<file path="config.mk">
export PLATFORM = sky130hd
export DESIGN_NAME = data_input
export DESIGN_NICKNAME = d
export VERILOG_FILES = /design/src/rtl/data_input_pkg.sv /design/src/rtl/input_debounce.sv /design/src/rtl/data_input.sv
export SDC_FILE = /design/constraint.sdc
export NUM_CORES = 1
export LEC_CHECK = 0
export CORE_MARGIN = 2
export CORE_UTILIZATION = 55
export CTS_BUF_LIST = sky130_fd_sc_hd__clkbuf_16
export DETAILED_ROUTE_END_ITERATION = 10
export PLACE_DENSITY = 0.8
export SYNTH_ARGS = -nofsm -noshare
export SYNTH_HDL_FRONTEND = slang
export SYNTH_SLANG_ARGS = --single-unit
</file>
<file path="constraint.sdc">
create_clock -name clk -period 2.46 [get_ports clk]
set_input_delay 0.615 -clock clk [delete_from_list [all_inputs] [get_ports clk]]
set_output_delay 0.615 -clock clk [all_outputs]
set_load 0.02 [all_outputs]
</file>
<file path="src/rtl/data_input_pkg.sv">
// Shared constants and types for the data_input port block.
// Provides the port-bus widths, the nibble/port-id types and a nibble
// extraction helper used by the read mux and the change detector.
package data_input_pkg;

  localparam int unsigned PORT_W    = 4;
  localparam int unsigned NUM_PORTS = 4;
  localparam int unsigned IN_W      = 16;

  typedef logic [1:0]        port_id_t;
  typedef logic [PORT_W-1:0] nibble_t;

  // Select nibble p of a 16-bit vector: p=0 -> [3:0] ... p=3 -> [15:12].
  function automatic nibble_t get_nibble(input logic [IN_W-1:0] v, input port_id_t p);
    return v[PORT_W*int'(p) +: PORT_W];
  endfunction

endpackage

</file>
<file path="src/rtl/input_debounce.sv">
// Vectored synchroniser + debouncer for the external switch lines.
// Ports:
//   clk, reset (async, active-low)
//   tick  - shared sample strobe from the top-level prescaler
//   raw   - asynchronous input lines
//   db    - debounced, registered level per line
// Each line takes a new level only after SAMPLES consecutive equal samples.
module input_debounce #(
  parameter int unsigned WIDTH   = 16,
  parameter int unsigned SAMPLES = 4
) (
  input  logic             clk,
  input  logic             reset,
  input  logic             tick,
  input  logic [WIDTH-1:0] raw,
  output logic [WIDTH-1:0] db
);

  logic [WIDTH-1:0]              sync1;
  logic [WIDTH-1:0]              sync2;
  logic [WIDTH-1:0][SAMPLES-1:0] hist;
  logic [WIDTH-1:0][SAMPLES-1:0] hist_nxt;
  logic [WIDTH-1:0]              db_nxt;

  // Shift history on tick; the level is judged on the freshly shifted history.
  always_comb begin
    hist_nxt = hist;
    db_nxt   = db;
    if (tick) begin
      for (int i = 0; i < int'(WIDTH); i++) begin
        hist_nxt[i] = {hist[i][SAMPLES-2:0], sync2[i]};
        if (&hist_nxt[i]) begin
          db_nxt[i] = 1'b1;
        end else if (~|hist_nxt[i]) begin
          db_nxt[i] = 1'b0;
        end
      end
    end
  end

  // Two-stage synchroniser, history and debounced level.
  always_ff @(posedge clk or negedge reset) begin
    if (!reset) begin
      sync1 <= '0;
      sync2 <= '0;
      hist  <= '0;
      db    <= '0;
    end else begin
      sync1 <= raw;
      sync2 <= sync1;
      hist  <= hist_nxt;
      db    <= db_nxt;
    end
  end

endmodule

</file>
<file path="src/rtl/data_input.sv">
// Input-port block: debounced switches read back one nibble per rd strobe.
// Ports:
//   clk, reset (async, active-low)
//   rd       - read strobe
//   PortID   - nibble select (0: [3:0] .. 3: [15:12])
//   Switches - raw external inputs
//   Data     - registered read nibble, holds until the next read
//   Valid    - one-cycle pulse after each read
//   Changed  - sticky per-port change flags (DATA_INPUT_EDGE_EN only, else 0)
//   Irq      - OR of Changed, registered (DATA_INPUT_EDGE_EN only, else 0)
// Build option: define DATA_INPUT_EDGE_EN to include change detection.
module data_input
  import data_input_pkg::*;
#(
  parameter int unsigned DB_DIV     = 1000,
  parameter int unsigned DB_SAMPLES = 4
) (
  input  logic                 clk,
  input  logic                 reset,
  input  logic                 rd,
  input  port_id_t             PortID,
  input  logic [IN_W-1:0]      Switches,
  output nibble_t              Data,
  output logic                 Valid,
  output logic [NUM_PORTS-1:0] Changed,
  output logic                 Irq
);

  localparam int unsigned CNT_W = (DB_DIV > 1) ? $clog2(DB_DIV) : 1;

  logic [CNT_W-1:0] cnt;
  logic             tick;
  logic [IN_W-1:0]  db;

  // Sample prescaler; with DB_DIV=1 the count stays at 0 and tick is constant.
  assign tick = (cnt == CNT_W'(DB_DIV - 1));

  always_ff @(posedge clk or negedge reset) begin
    if (!reset) begin
      cnt <= '0;
    end else if (tick) begin
      cnt <= '0;
    end else begin
      cnt <= cnt + CNT_W'(1);
    end
  end

  input_debounce #(
    .WIDTH   (IN_W),
    .SAMPLES (DB_SAMPLES)
  ) u_deb (
    .clk   (clk),
    .reset (reset),
    .tick  (tick),
    .raw   (Switches),
    .db    (db)
  );

  // Read register: capture the selected nibble as it stands at the rd edge.
  always_ff @(posedge clk or negedge reset) begin
    if (!reset) begin
      Data  <= '0;
      Valid <= 1'b0;
    end else begin
      Valid <= rd;
      if (rd) begin
        Data <= get_nibble(db, PortID);
      end
    end
  end

`ifdef DATA_INPUT_EDGE_EN
  logic [IN_W-1:0]      db_q;
  logic [NUM_PORTS-1:0] chg_set;
  logic [NUM_PORTS-1:0] chg_clr;
  logic [NUM_PORTS-1:0] changed_nxt;

  // Set beats clear when both hit the same flag in one cycle.
  always_comb begin
    chg_set = '0;
    chg_clr = '0;
    for (int p = 0; p < int'(NUM_PORTS); p++) begin
      chg_set[p] = (get_nibble(db, port_id_t'(p)) != get_nibble(db_q, port_id_t'(p)));
      chg_clr[p] = rd && (PortID == port_id_t'(p));
    end
    changed_nxt = chg_set | (Changed & ~chg_clr);
  end

  always_ff @(posedge clk or negedge reset) begin
    if (!reset) begin
      db_q    <= '0;
      Changed <= '0;
      Irq     <= 1'b0;
    end else begin
      db_q    <= db;
      Changed <= changed_nxt;
      Irq     <= |changed_nxt;
    end
  end
`else
  assign Changed = '0;
  assign Irq     = 1'b0;
`endif

endmodule

</file>
After elaboration in Yosys (flattened, before gate mapping)
Cells that the tools add are included.
- flip-flop bits (word level): 111
- output and inout bits: 10
- equality and inequality tests: 17
- $add $sub $neg: 1
- shifts and indexed selects: 1
- multiplexer cells: 33
- reductions and logical operators: 48
- operator list (cell ; count):
    4-bit AND reduction ; 16
    4-bit OR reduction ; 16
    1-bit two-way mux ; 32
    2-bit by 1-bit != test with 1-bit output, second input constant ; 16
    2-bit AND reduction ; 16
    16-bit by 5-bit variable part select with 4-bit output ; 1
    10-bit by 1-bit adder with 10-bit output, second input constant ; 1
    10-bit equality test, second input constant ; 1
    10-bit two-way mux ; 1

Logic depth before layout (Yosys ltp)
Gate-level depths: netlist of the first run.
- word-level depth: 3
- depth in mapped cells: 7
- gate-level depth less buffers: 4

Hierarchy
From an unflattened synthesis of the first run, not the netlist that was laid out.
- cell total of the unflattened synthesis: 309
- area total of the unflattened synthesis: 4267.8 sq um
- by module, submodules not included (module ; seq. area each (sq um) ; cells an instance ; area an instance (sq um) ; times used):
    input_debounce ; 2402.3 ; 244 ; 3474.6 ; 1
    data_input ; 375.4 ; 65 ; 793.3 ; 1

Worst setup path after synthesis of the first run
No wires, ideal clock.
- path type: reg-to-reg
- start point: register cnt[0]
- end point: register u_deb.hist[36] (netlist bit)
- setup time: 0.125 ns
- period minus slack after synthesis: 1.838 ns
- data arrival time: 1.713 ns
- path buffers: 3
- slack: 0.622 ns
- cell stages (with the launch flop): 8
- cell sequence: dfrtp_1 > ha_1 > and4bb_1 > buf_6 > and3_4 > buf_6 > buf_6 > mux2_4
- longest elaborated chain between the ends: 1
- ends and longest elaborated chain (what ; RTL line ; RTL):
    from (decl) ; data_input.sv:31 ; logic [CNT_W-1:0] cnt;
    from (signal assigned) ; data_input.sv:44 ; cnt <= cnt + CNT_W'(1);
    10-bit equality test ; data_input.sv:36 ; assign tick = (cnt == CNT_W'(DB_DIV - 1));
    to (signal assigned) ; input_debounce.sv:51 ; hist <= hist_nxt;
    to (decl) ; input_debounce.sv:21 ; logic [WIDTH-1:0][SAMPLES-1:0] hist;
Every way passes these cells.
A chain may end at the register's enable or synchronous reset.

Worst setup path after layout of the first run
- start point: register cnt[0]
- end point: register u_deb.hist[58] (netlist bit)
Same word-level chain as after synthesis.

==> results of run 1 <==
## per-stage QoR
step                hold WS, ns  worst slack (ns)
finish                   0.2710            0.4797
global route             0.3052            0.4057
CTS                      0.2793            0.4879
detailed placement       0.3355            0.2589
global placement         0.3325            0.2893
floorplan                0.3194            0.6218
## final timing paths
path                                      startpoint                         end  slack, ns  cells past startpoint
max in group asynchronous                      reset            cnt[9]$_DFF_PN0_       1.51                      2
min in group clk           u_deb.sync1[14]$_DFF_PN0_   u_deb.sync2[14]$_DFF_PN0_       0.35                      0
min reg2reg                u_deb.sync1[14]$_DFF_PN0_   u_deb.sync2[14]$_DFF_PN0_       0.35                      0
max reg2reg                         cnt[0]$_DFF_PN0_  u_deb.hist[58]$_DFFE_PN0N_       0.48                      6
max                                 cnt[0]$_DFF_PN0_  u_deb.hist[58]$_DFFE_PN0N_       0.48                      6
min                                            reset   u_deb.sync2[11]$_DFF_PN0_       0.27                      1
## state kept, by name (all words and copies together) (netlist names)
signal / count
u_deb.sync2: 16
cnt: 10
u_deb.sync1: 16
u_deb.db: 16
Data: 4
u_deb.hist: 48
Valid: 1
## layout make-up
type	instances	area (um^2)
flip-flops and latches	111	2778
clock inverters	7	61.31
clock buffers	9	225.2
repair buffers	35	347.8
fillers	540	2683
inverters	2	7.507
well taps	102	127.6
multi-input cells	159	1418
## routing by layer
metal / GRT usage [%] / routed length [um] / vias to the layer above / share of wire [%]
li1: - / - / 1144 / -
met1: 26.62 / 3449 / 1322 / 46
met2: 30.72 / 3773 / 52 / 50
met3: 5.370 / 253 / 7 / 3.4
met4: 6.841 / 65 / 0 / 0.86
met5: 0 / 0 / - / 0
## synth_stat cells (2+ instances only)
cell type,n,share of area (%)
buf_2,5,0.58
mux2_4,14,4.9
mux2_2,38,9.9
nor4_1,16,2.3
buf_6,4,1.0
or3_1,3,0.44
inv_1,2,0.17
and2_1,2,0.29
dfrtp_1,111,64
a31oi_1,2,0.29
nand3_1,4,0.46
a21oi_1,3,0.35
o2bb2ai_1,16,3.3
nand4_1,33,4.8
xor2_1,2,0.41
o21ai_0,4,0.46
buf_4,5,0.87
mux4_2,4,2.1
nor2_1,2,0.17
clkbuf_1,3,0.26
## where the power goes
| part | switching (mW) | internal, mW | leakage (nW) |
|---|---|---|---|
| clock network | 0.680 | 0.709 | 0.135 |
| registers | 0.0155 | 1.85 | 1.46 |
| logic | 0.0547 | 0.0418 | 0.614 |
| total | 0.750 | 2.60 | 2.21 |
## kinds of logic (layout without fill, tap and decap cells)
kind of cell	count (synthesis)	in the layout	share of synthesized area, %
fa+ha+maj	1	1	0.2902
flops	111	111	64.44
simple gates	67	67	9.928
mux	56	56	16.89
buf+inv	20	53	3.019
compound gates	27	27	4.731
xor+xnor	3	3	0.6097
other cells	1	5	0.08700
==> results.toml, run 1 <==
[outcome]
status = "finished, final reports clean"

[floorplanning]
fp.dieH_um = 92.53
core_um2 = 7647
num_rows = 32
io_pins = 31
die_area_um2 = 8561
die_w_um = 92.53
initial_utilization_pct = 56.36

[timing]
worstMarginPinSlew_ns = 0.5816
slew_headroom_pct = 61.23
drv_slew = 0
period_share_pct = 80.50
rsz0062_at_grt = "no"
period_needed_ns = 1.980
finalHoldViolCount = 0
setup_viol = 0
final.setup.tns_ns = 0
timing.fmax_ghz = 0.5050
clock_skew_ns = 0.01145

[clock_network]
clk_latency_ns = 0.35
cts_buffers = 9
cts_tree = "done"
numClockSinks = 111
ctsResizeCount = 0
ctsHoldBuffers = 0
clock_path_buffers = 2
h-tree-depth = 3
path_clk_slew_ns = 0.08
root_buffer = "clkbuf_16"
post_cts.repair.setup_buffers = 0

[route]
drc = 0
ant_nets = 0
dr.pass1.iters = 4
via_per_inst = 5.941
drt_iter0_drc = 155
route.vias.total = 2525
drt_wl_total_um = 7542
avgRoutedWirePerCell_um = 17.75

[place]
place_congestion = 0.7259
placed_area_um2 = 4678
port_buffers = 25
dp_cells = 409
hpwl_um = 4773

[synth]
syn_area_um2 = 4310
synth-seq-cells = 111
ys_types = 33
async_flop_share_pct = 100.0
synth.avg_cell_area_um2 = 15.07
ys_warn_count = 0
syn_inst = 286
ys_seq_area_share_pct = 64.44
synth_edf_count = 0
ys.flop_type = "dfrtp_1"

[global_route]
grt_start_max_net_pins = 46
grt_pass1_wl_um = 12850
grt_antenna_before_repair = 0
grt_usage_pct = 19.59
grt_pass1_vias = 2551
gr-total-overflow = 0

[hold_path]
hp-class = "in2async"

[critical_path]
path_cells = "ha_1, and4bb_1, buf_4, nand3_2, buf_4, mux2_2"
critPathRequiredTime_ns = 2.69
cpPeakStageDelay_ns = 0.42
slowest_stage = "dfrtp_1"
cp_top_family = "buffers and inverters"
arrival_ns = 2.21
cpMostUsedCell = "buf_4"
cp-end-kind = "flop"
crit_buf_inv = 2
start_kind = "flop"
worstSetupPathType = "reg2reg"
cp_max_fo = 19

[power]
p_leak_nw = 2.210
power_density_nw_per_um2 = 674.9
fin_total_pwr_mw = 3.351
ir_drop_uv = 468.6

[cells_and_area]
design_area_um2 = 4965
antennaDiodeCount = 0
fin_nets = 340
final_util_pct = 64.92
drive_above_1_share_pct = 26.63
syn2layout_area_growth_pct = 15.18
final_cells = 425
mostFrequentLayoutCell = "dfrtp_1"
layout_common_cells = "dfrtp_1 (111), mux2_2 (38), nand4_1 (33)"

[flow_run]
maxCapViolCount = 0
(Power assumes the default switching activity.)
==> run 2, diff against run 1 <==
--- a/config.mk
+++ b/config.mk
@@ -6,7 +6,7 @@
 export NUM_CORES = 1
 export LEC_CHECK = 0
 export CORE_MARGIN = 2
-export CORE_UTILIZATION = 55
+export CORE_UTILIZATION = 52
 export CTS_BUF_LIST = sky130_fd_sc_hd__clkbuf_16
 export DETAILED_ROUTE_END_ITERATION = 10
 export PLACE_DENSITY = 0.8
==> constraint.sdc (replaced) <==
create_clock -name clk -period 1.78 [get_ports clk]
set_input_delay 0.445 -clock clk [delete_from_list [all_inputs] [get_ports clk]]
set_output_delay 0.445 -clock clk [all_outputs]
set_load 0.02 [all_outputs]
==> run 2 against run 1 <==
Effect of this change: worst hold slack lost 0.12 ns; fmax grew 14%; critical path depth is 1 lower; non-clock buffer count increased by 12; utilization is 2.0 points lower; via count is 1.6% higher; flip-flop and latch count stayed put; count of clock-buffer cells in the layout unchanged; largest power group unchanged.
==> results.toml, run 2 (synthesis results as in run 1) <==
[floorplanning]
io_pins = 31
die_w_um = 95.05
fp.dieH_um = 95.05
num_rows = 33
initial_utilization_pct = 52.99
die_area_um2 = 9034
core_um2 = 8134

[place]
placed_area_um2 = 4800
dp_cells = 421
hpwl_um = 5026
port_buffers = 25
place_congestion = 0.7825
dpl_worst_slack_ns = -0.2577

[timing]
finalHoldViolCount = 0
period_share_pct = 97.56
slew_headroom_pct = 61.08
clock_skew_ns = 0.005816
worstMarginPinSlew_ns = 0.5838
period_needed_ns = 1.737
final.setup.tns_ns = 0
finalWorstSetupSlack_ns = 0.04348
timing.fmax_ghz = 0.5759
setup_viol = 0
drv_slew = 0

[critical_path]
start_kind = "flop"
cp-end-kind = "flop"
worstSetupPathType = "reg2reg"
arrival_ns = 1.96
cp_max_fo = 11
critPathRequiredTime_ns = 2.01

[route]
ant_nets = 0
drt_wl_total_um = 7863
drt_iter0_drc = 123
via_per_inst = 5.830
dr.pass1.iters = 4
drc = 0
route.vias.total = 2565
avgRoutedWirePerCell_um = 17.87

[cells_and_area]
syn2layout_area_growth_pct = 18.72
fin_nets = 352
top_register = "u_deb.hist"
design_area_um2 = 5117
largest_reg_flops = 48
layout_common_cells = "dfrtp_1 (111), mux2_2 (38), nand4_1 (33)"
final_cells = 440
drive_above_1_share_pct = 28.96
antennaDiodeCount = 0
mostFrequentLayoutCell = "dfrtp_1"
final_util_pct = 62.91

[global_route]
grt_antenna_before_repair = 0
grt_usage_pct = 19.59
grt_pass1_wl_um = 13480
gr-total-overflow = 0
grt_start_max_net_pins = 112
grt_pass1_vias = 2714

[clock_network]
clk_latency_ns = 0.34
root_buffer = "clkbuf_16"
cts_tree = "done"
numClockSinks = 111
path_clk_slew_ns = 0.07
clock_path_buffers = 2
cts_buffers = 9
h-tree-depth = 3

[flow_run]
maxCapViolCount = 0

[hold_path]
hp-class = "in2async"

[power]
p_leak_nw = 2.343
power_density_nw_per_um2 = 908.8
ir_drop_uv = 444.4

[outcome]
status = "finished, final reports clean"
[run 2: cell count changes in the layout (fill, tap and decap cells not counted), moves of 3 or more]
cell	previous run	this run
buf_4	9	18
buf_12	2	5
clkdlybuf4s50_1	24	21
clkinv_1	0	3
dlymetal6s2s_1	0	3
inv_6	4	1
[run 2: worst paths after layout]
kind | startpoint | end | slack [ns] | cells after the start
worst min register to register | u_deb.sync1[3]$_DFF_PN0_ | u_deb.sync2[3]$_DFF_PN0_ | 0.35 | 0
min in group clk | u_deb.sync1[3]$_DFF_PN0_ | u_deb.sync2[3]$_DFF_PN0_ | 0.35 | 0
worst max-delay path | cnt[1]$_DFF_PN0_ | u_deb.hist[5]$_DFFE_PN0N_ | 0.04 | 5
worst max register to register | cnt[1]$_DFF_PN0_ | u_deb.hist[5]$_DFFE_PN0N_ | 0.04 | 5
worst min-delay path | reset | u_deb.sync2[2]$_DFF_PN0_ | 0.15 | 2
max in group asynchronous | reset | u_deb.db[9]$_DFFE_PN0P_ | 1.17 | 2
[run 2: power by group]
part	internal, mW	switching, mW	leakage (nW)
Clock	1.08	0.861	0.138
Combinational	0.0550	0.0738	0.745
Sequential	2.56	0.0228	1.46
[run 2: timing repair]
item	CTS	global route
gates resized for setup	0	4
setup buffers	2	1
hold buffers	0	0
endpoints found under the setup margin	13	18
pin swaps	1	0
[run 2: final cells by class]
type                       instances  area (um^2)
fill                             583         3017
timing repair buffer              47        483.0
clock buffer                       9        225.2
inverter                           2        7.507
tap                              105        131.4
sequential                       111         2778
multi-input combinational        159         1430
clock inverter                     7        62.56
[run 2: critical path: stages (launching register included)]
cell,delay (ns)
dfrtp_1,0.39
ha_4,0.15
and4bb_2,0.29
and3_4,0.28
buf_12,0.16
mux2_2,0.34
[run 2: routing by layer]
metal  routed length, um  share of wire [%]  GRT usage [%]
met4                 151                1.9          8.092
met1                3486                 44          25.48
met3                 287                3.7          4.111
met5                   0                  0              0
met2                3937                 50          32.27
[run 2: per-stage QoR]
| stage | hold slack, ns | total power [mW] |
|---|---|---|
| floorplan | 0.1494 | 2.656 |
| global placement | 0.3318 | 2.756 |
| detailed placement | 0.3347 | 2.761 |
| CTS | 0.2100 | 4.693 |
| global route | 0.2257 | 4.818 |
| finish | 0.1545 | 4.651 |
